[config.mk]
export PLATFORM = sky130hd
export DESIGN_NAME = frame_gen_pam4_flat
export DESIGN_NICKNAME = d
export VERILOG_FILES = /design/src/rtl/frame_gen_pam4_if.sv /design/src/rtl/frame_gen_pam4.sv /design/src/flat_wrapper.sv
export SDC_FILE = /design/constraint.sdc
export NUM_CORES = 1
export LEC_CHECK = 0
export BUFFER_PORTS_ARGS = -buffer_cell sky130_fd_sc_hd__buf_2
export CELL_PAD_IN_SITES_DETAIL_PLACEMENT = 0
export CELL_PAD_IN_SITES_GLOBAL_PLACEMENT = 1
export CORE_MARGIN = 8
export CORE_UTILIZATION = 35
export DETAILED_ROUTE_END_ITERATION = 6
export GPL_TIMING_DRIVEN = 0
export PLACE_DENSITY = 0.63
export SLEW_MARGIN = 20
export SYNTH_ARGS = -nofsm -noshare
export SYNTH_HDL_FRONTEND = slang
export SYNTH_SLANG_ARGS = --single-unit
[constraint.sdc]
create_clock -name clk -period 10.1 [get_ports clk]
set_input_delay 1.01 -clock clk [delete_from_list [all_inputs] [get_ports clk]]
set_output_delay 1.01 -clock clk [all_outputs]
set_load 0.01 [all_outputs]
[src/rtl/frame_gen_pam4_if.sv]
// Handshake/bus bundle between transmit control and the framed pattern source.
// master = controller side, slave = generator side.
interface frame_gen_pam4_if #(
    parameter int NCH   = 3,
    parameter int SYM_W = 2
);
    logic                 start;
    logic                 continuous;
    logic                 stop;
    logic [NCH*SYM_W-1:0] data_out;
    logic                 valid;
    logic                 frame_start;
    logic                 frame_end;
    logic                 busy;
    logic [15:0]          frame_cnt;

    modport master (
        output start, continuous, stop,
        input  data_out, valid, frame_start, frame_end, busy, frame_cnt
    );
    modport slave (
        input  start, continuous, stop,
        output data_out, valid, frame_start, frame_end, busy, frame_cnt
    );
endinterface

[src/rtl/frame_gen_pam4.sv]
// Framed multi-channel test-pattern source: header / PRBS payload / idle gap,
// one SYM_W-bit symbol per channel per clock, with per-channel LFSR seeds.
module frame_gen_pam4_lane #(
    parameter int         N     = 7,
    parameter int         T     = 6,
    parameter int         SYM_W = 2,
    parameter bit         INV   = 1'b0,
    parameter logic [N:1] SEED  = '1
) (
    input  logic             clk,
    input  logic             load,
    input  logic             adv,
    output logic [SYM_W-1:0] sym
);
    logic [N:1] s, s_nxt;
    logic       f;

    // SYM_W LFSR steps per symbol; first generated bit lands in the MSB.
    always_comb begin
        s_nxt = s;
        sym   = '0;
        f     = 1'b0;
        for (int i = SYM_W-1; i >= 0; i--) begin
            f      = s_nxt[N] ^ s_nxt[T];
            s_nxt  = {s_nxt[N-1:1], f};
            sym[i] = f ^ INV;
        end
    end

    always_ff @(posedge clk) begin
        if (load)     s <= SEED;
        else if (adv) s <= s_nxt;
    end
endmodule

module frame_gen_pam4 #(
    parameter int NCH         = 3,
    parameter int SYM_W       = 2,
    parameter int POLY_LENGTH = 7,
    parameter int POLY_TAP    = 6,
    parameter int INV_PATTERN = 0,
    parameter int HEAD_LEN    = 10,
    parameter int PAYLOAD_LEN = 1016,
    parameter int GAP_LEN     = 4
) (
    input  logic             clk,
    input  logic             rst,
    frame_gen_pam4_if.slave  bus
);
    localparam int MAXL0 = (HEAD_LEN > PAYLOAD_LEN) ? HEAD_LEN : PAYLOAD_LEN;
    localparam int MAXL  = (MAXL0 > GAP_LEN) ? MAXL0 : GAP_LEN;
    localparam int CW    = ($clog2(MAXL) < 2) ? 2 : $clog2(MAXL);
    localparam logic [CW-1:0] HEAD_LAST = CW'(HEAD_LEN - 1);
    localparam logic [CW-1:0] PAY_LAST  = CW'(PAYLOAD_LEN - 1);
    localparam logic [CW-1:0] GAP_LAST  = CW'((GAP_LEN > 0) ? GAP_LEN - 1 : 0);

    typedef enum logic [1:0] {IDLE, HEAD, PAYLOAD, GAP} state_t;

    state_t                    state, nxt_state, end_state;
    logic [CW-1:0]             sym_cnt, nxt_cnt;
    logic                      arm, cont_r, stop_pend, fe_nxt, take_start;
    logic [NCH-1:0][SYM_W-1:0] lane_sym;

    // A sampled start arms for one cycle so the first header appears one edge later.
    assign take_start = (state == IDLE) && !arm && bus.start;

    always_comb begin
        end_state = (cont_r && !stop_pend && !bus.stop) ? HEAD : IDLE;
        nxt_state = state;
        case (state)
            IDLE:    if (arm) nxt_state = HEAD;
            HEAD:    if (sym_cnt == HEAD_LAST) nxt_state = PAYLOAD;
            PAYLOAD: if (sym_cnt == PAY_LAST) nxt_state = (GAP_LEN > 0) ? GAP : end_state;
            GAP:     if (sym_cnt == GAP_LAST) nxt_state = end_state;
            default: nxt_state = IDLE;
        endcase
        nxt_cnt = (nxt_state != state || nxt_state == IDLE) ? '0 : sym_cnt + 1'b1;
        fe_nxt  = (nxt_state == PAYLOAD) && (nxt_cnt == PAY_LAST);
    end

    for (genvar c = 0; c < NCH; c++) begin : g_lane
        frame_gen_pam4_lane #(
            .N    (POLY_LENGTH),
            .T    (POLY_TAP),
            .SYM_W(SYM_W),
            .INV  (INV_PATTERN != 0),
            .SEED ({POLY_LENGTH{1'b1}} ^ POLY_LENGTH'(c))
        ) u_lane (
            .clk (clk),
            .load(rst || nxt_state == IDLE || nxt_state == HEAD),
            .adv (nxt_state == PAYLOAD),
            .sym (lane_sym[c])
        );
    end

    // Outputs are registered from the next-state decode so they line up with state.
    always_ff @(posedge clk) begin
        if (rst) begin
            state           <= IDLE;
            sym_cnt         <= '0;
            arm             <= 1'b0;
            cont_r          <= 1'b0;
            stop_pend       <= 1'b0;
            bus.data_out    <= '0;
            bus.valid       <= 1'b0;
            bus.frame_start <= 1'b0;
            bus.frame_end   <= 1'b0;
            bus.busy        <= 1'b0;
            bus.frame_cnt   <= '0;
        end else begin
            state   <= nxt_state;
            sym_cnt <= nxt_cnt;
            arm     <= take_start;
            if (take_start) begin
                cont_r    <= bus.continuous;
                stop_pend <= 1'b0;
            end else if (state != IDLE && bus.stop) begin
                stop_pend <= 1'b1;
            end
            bus.busy        <= (nxt_state != IDLE);
            bus.valid       <= (nxt_state == HEAD) || (nxt_state == PAYLOAD);
            bus.frame_start <= (nxt_state == HEAD) && (nxt_cnt == '0);
            bus.frame_end   <= fe_nxt;
            if (fe_nxt) bus.frame_cnt <= bus.frame_cnt + 16'd1;
            case (nxt_state)
                HEAD:    bus.data_out <= nxt_cnt[1] ? '0 : '1;
                PAYLOAD: bus.data_out <= lane_sym;
                default: bus.data_out <= '0;
            endcase
        end
    end
endmodule

[src/flat_wrapper.sv]
// flat-port wrapper written by rule: the top's interface ports become plain ports
module frame_gen_pam4_flat 
#(
    parameter int NCH         = 3,
    parameter int SYM_W       = 2,
    parameter int POLY_LENGTH = 7,
    parameter int POLY_TAP    = 6,
    parameter int INV_PATTERN = 0,
    parameter int HEAD_LEN    = 10,
    parameter int PAYLOAD_LEN = 1016,
    parameter int GAP_LEN     = 4
)
  (clk, rst, bus_start, bus_continuous, bus_stop, bus_data_out, bus_valid, bus_frame_start, bus_frame_end, bus_busy, bus_frame_cnt);
  frame_gen_pam4_if #(.NCH(NCH), .SYM_W(SYM_W)) bus_i ();
  input  logic clk;
  input  logic rst;
  input wire logic [$bits(bus_i.start)-1:0] bus_start;
  input wire logic [$bits(bus_i.continuous)-1:0] bus_continuous;
  input wire logic [$bits(bus_i.stop)-1:0] bus_stop;
  output wire logic [$bits(bus_i.data_out)-1:0] bus_data_out;
  output wire logic [$bits(bus_i.valid)-1:0] bus_valid;
  output wire logic [$bits(bus_i.frame_start)-1:0] bus_frame_start;
  output wire logic [$bits(bus_i.frame_end)-1:0] bus_frame_end;
  output wire logic [$bits(bus_i.busy)-1:0] bus_busy;
  output wire logic [$bits(bus_i.frame_cnt)-1:0] bus_frame_cnt;
  assign bus_i.start = bus_start;
  assign bus_i.continuous = bus_continuous;
  assign bus_i.stop = bus_stop;
  assign bus_data_out = bus_i.data_out;
  assign bus_valid = bus_i.valid;
  assign bus_frame_start = bus_i.frame_start;
  assign bus_frame_end = bus_i.frame_end;
  assign bus_busy = bus_i.busy;
  assign bus_frame_cnt = bus_i.frame_cnt;
  frame_gen_pam4 #(.NCH(NCH), .SYM_W(SYM_W), .POLY_LENGTH(POLY_LENGTH), .POLY_TAP(POLY_TAP), .INV_PATTERN(INV_PATTERN), .HEAD_LEN(HEAD_LEN), .PAYLOAD_LEN(PAYLOAD_LEN), .GAP_LEN(GAP_LEN)) u_core (.clk(clk), .rst(rst), .bus(bus_i));
endmodule
==> impl_metrics.yaml <==
run_status:
  outcome: "finished, final reports clean"
logic_synthesis:
  yosysTopAreaCellShare: 0.457
  synthCells: 304
  yosys.area.top_type: "dfxtp_1"
  ys.warnings.count: 0
  synthTopCellsByArea: "dfxtp_1 (46%), mux2i_1 (6.3%), xnor2_1 (4.2%)"
  synth_seq_cells: 62
  synth.distinct_cells: 42
  synthFlopType: "dfxtp_1"
  synth_edf_count: 0
  synthArstFlopShare: 0
  synth_area_mm2: 0.00272
  postSynthNetCount: 315
  seq_area_frac_synth: 0.457
  syn_area_per_cell_um2: 8.94
timing:
  period_share: 0.404
  tns_ns: 0
  worst_slack_ns: 6.02
  worstMarginPinSlew_ns: 0.802
  setup_viol: 0
  max_freq_ghz: 0.245
  hold_viol_final: 0
  slew_headroom: 0.451
  slew_viol_final: 0
  rsz0062_at_grt: "false"
  clock_skew_ns: 0.00916
  period_needed_ns: 4.08
setup_path:
  crit_path_max_fanout: 10
  rr_worst_depth: 16
  arrival_ns: 4.30
  path_class: "register to register"
  cp-start-kind: "register"
  required_ns: 10.31
  regToRegStartpoint: "u_core.sym_cnt[2]"
  crit_chain: "buf_2, or4_1, nor4_1, a31oi_1, o21a_1, inv_1, ha_1, buf_2, or3b_1, or4_1, buf_2, or2_1, buf_2, buf_2, o21ai_0, a21oi_1"
  crit_top_cell: "buf_2"
  reg2reg_slack_ns: 6.02
  end_kind: "register"
  critPathMaxStageDelay_ns: 0.58
  crit_slowest_cell: "or4_1"
  r2r_end: "u_core.bus.frame_cnt[12]"
final_layout:
  layout_commonest_cell: "dfxtp_1"
  syn2layout_area_growth_pct: 18.8
  final_nets: 355
  drive_above_1_share: 0.163
  fillers: 796
  mostFrequentLayoutCells: "dfxtp_1 (62), buf_2 (36), nand2_1 (29), nor2_1 (28), mux2i_1 (17)"
  n_antenna_cell: 0
  fin_util: 0.425
  fin_cells: 451
die:
  rows: 32
  core_mm2: 0.00761
  die_h_um: 104
  dieArea_mm2: 0.0108
  die_w_um: 104
  start_util: 0.357
  ios: 31
clock_tree:
  cts-resized-gates: 0
  clock_sinks: 62
  cts_max_level: 3
  hold_buffers: 0
  cts_tree: "yes"
  cts_root_buf: "clkbuf_8"
  clkLatencyLatePin_ns: 0.34
  cts-buffers-inserted: 9
  clkTransAtPathRegs_ns: 0.07
  cts_buffer_depth: 2
  cts_setup_buffers: 0
drt:
  drc_errors: 0
  postRouteAntennaNets: 0
  drt_first_iter_violations: 45
  wirelength_um: 6030
  viasPerCell: 4.80
  avgRoutedWirePerCell_um: 13.4
  vias: 2165
  firstDrtPassIters: 5
power:
  vdd_drop_max_uv: 69.2
  pwr_density_cell_mw_per_mm2: 163
  p_leak_nw: 1.20
global_route:
  grt_usage: 0.120
  grt_pass1_vias: 2217
  antenna_found_initial: 0
  grt_pass1_wl_um: 10700
  grt_overflow: 0
  grt_max_degree: 11
placement:
  placed_cells: 435
  io_buffers: 29
  globalplace.congestion: 0.727
  hpwl_um: 4240
  dp_slack_ns: 6.02
hold_path:
  hold_start: "u_core.stop_pend"
  hold_path.class: "register to register"
  hold_end: "u_core.stop_pend"
  whs_path_depth: 2
flow_run:
  cap_violations: 0
-- worst max-delay path, delay by kind of cell (launching register included) --
family	cells	cell delay (ns)
buffers and inverters	6	1.01
AOI/OAI and AO/OA	4	0.66
DFF	1	0.29
adders and majority gates	1	0.13
and+or+nand+nor	5	1.86
-- cells in the mapped netlist, types with 2 or more instances --
cell and count:
and4_1 4, nor2_1 28, nand3b_1 3, or4_1 2
or4b_2 2, mux2i_1 17, ha_1 6, and3_1 3
nand2_1 29, or3_1 9, nand3_1 13, nor3_1 4
a211oi_1 3, o31ai_1 3, xor2_1 12, a31oi_1 4
o21ai_0 7, buf_1 3, nand4_1 5, o21ai_1 3
nor4_1 6, inv_1 7, buf_2 7, xnor2_1 13
dfxtp_1 62, nand2b_1 8, a21boi_0 2, clkbuf_1 10
a21oi_1 16
-- flip-flops by register name, indices dropped and copies added, names as in the netlist --
name                    flops
u_core.bus.valid            1
u_core.sym_cnt             10
u_core.cont_r               1
u_core.arm                  1
u_core.state                2
u_core.bus.busy             1
u_core.bus.frame_end        1
u_core.bus.data_out         6
u_core.g_lane.u_lane.s     21
u_core.bus.frame_start      1
u_core.stop_pend            1
u_core.bus.frame_cnt       16
-- report_power, final --
part           leakage, nW  switching (mW)  internal (mW)
logic                0.580          0.0138        0.00744
registers            0.502         0.00216          0.248
clock network        0.120          0.0963          0.159
total                 1.20           0.112          0.414
-- metrics by stage --
| step | hold WS [ns] | area (µm²) | power, mW |
|---|---|---|---|
| floorplan | 0.437 | 2720 | 0.269 |
| global placement | 0.450 | 2990 | 0.277 |
| detailed placement | 0.455 | 2990 | 0.277 |
| CTS | 0.464 | 3230 | 0.534 |
| global route | 0.502 | 3230 | 0.550 |
| finish | 0.463 | 3230 | 0.526 |
-- worst max path at each step --
stage / from / end / cells after the start
after detailed placement: u_core.sym_cnt[2] / u_core.bus.frame_cnt[12] / 16
after global routing: u_core.sym_cnt[2] / u_core.bus.frame_cnt[12] / 15
after CTS: u_core.sym_cnt[2] / u_core.bus.frame_cnt[12] / 16
after floorplan: u_core.sym_cnt[2] / u_core.bus.frame_cnt[10] / 15
final: u_core.sym_cnt[2] / u_core.bus.frame_cnt[12] / 16
after global placement: u_core.sym_cnt[2] / u_core.bus.frame_cnt[8] / 15
-- cells by family (layout without fill, tap and decap cells) --
kind of cell    count (synthesis)  in the layout  synth area share
compound gates                 44             44            0.0985
xor+xnor                       25             25            0.0805
fa+ha+maj                       6              6            0.0276
buf+inv                        29             74            0.0465
flops                          62             62             0.457
mux                            17             17            0.0626
simple gates                  121            121             0.228
-- area by class of cell --
cell class              count  area [µm²]  area share
flip-flops and latches     62        1240       0.384
clock buffers              13         169      0.0523
clock inverters             3        65.1      0.0201
repair buffers             29         145      0.0449
multi-input cells         213        1360       0.420
plain buffers              22         100      0.0310
inverters                   7        26.3     0.00813
well taps                 102         128      0.0395
-- per-layer routing --
metal  track usage  up-vias  part of all wire
met1         0.152      999              0.51
met3        0.0465       11             0.044
met5             0        -                 0
met2         0.180       30              0.43
li1              -     1125                 -
met4        0.0424        0             0.018
No activity file was read; power rests on OpenSTA's default activity.
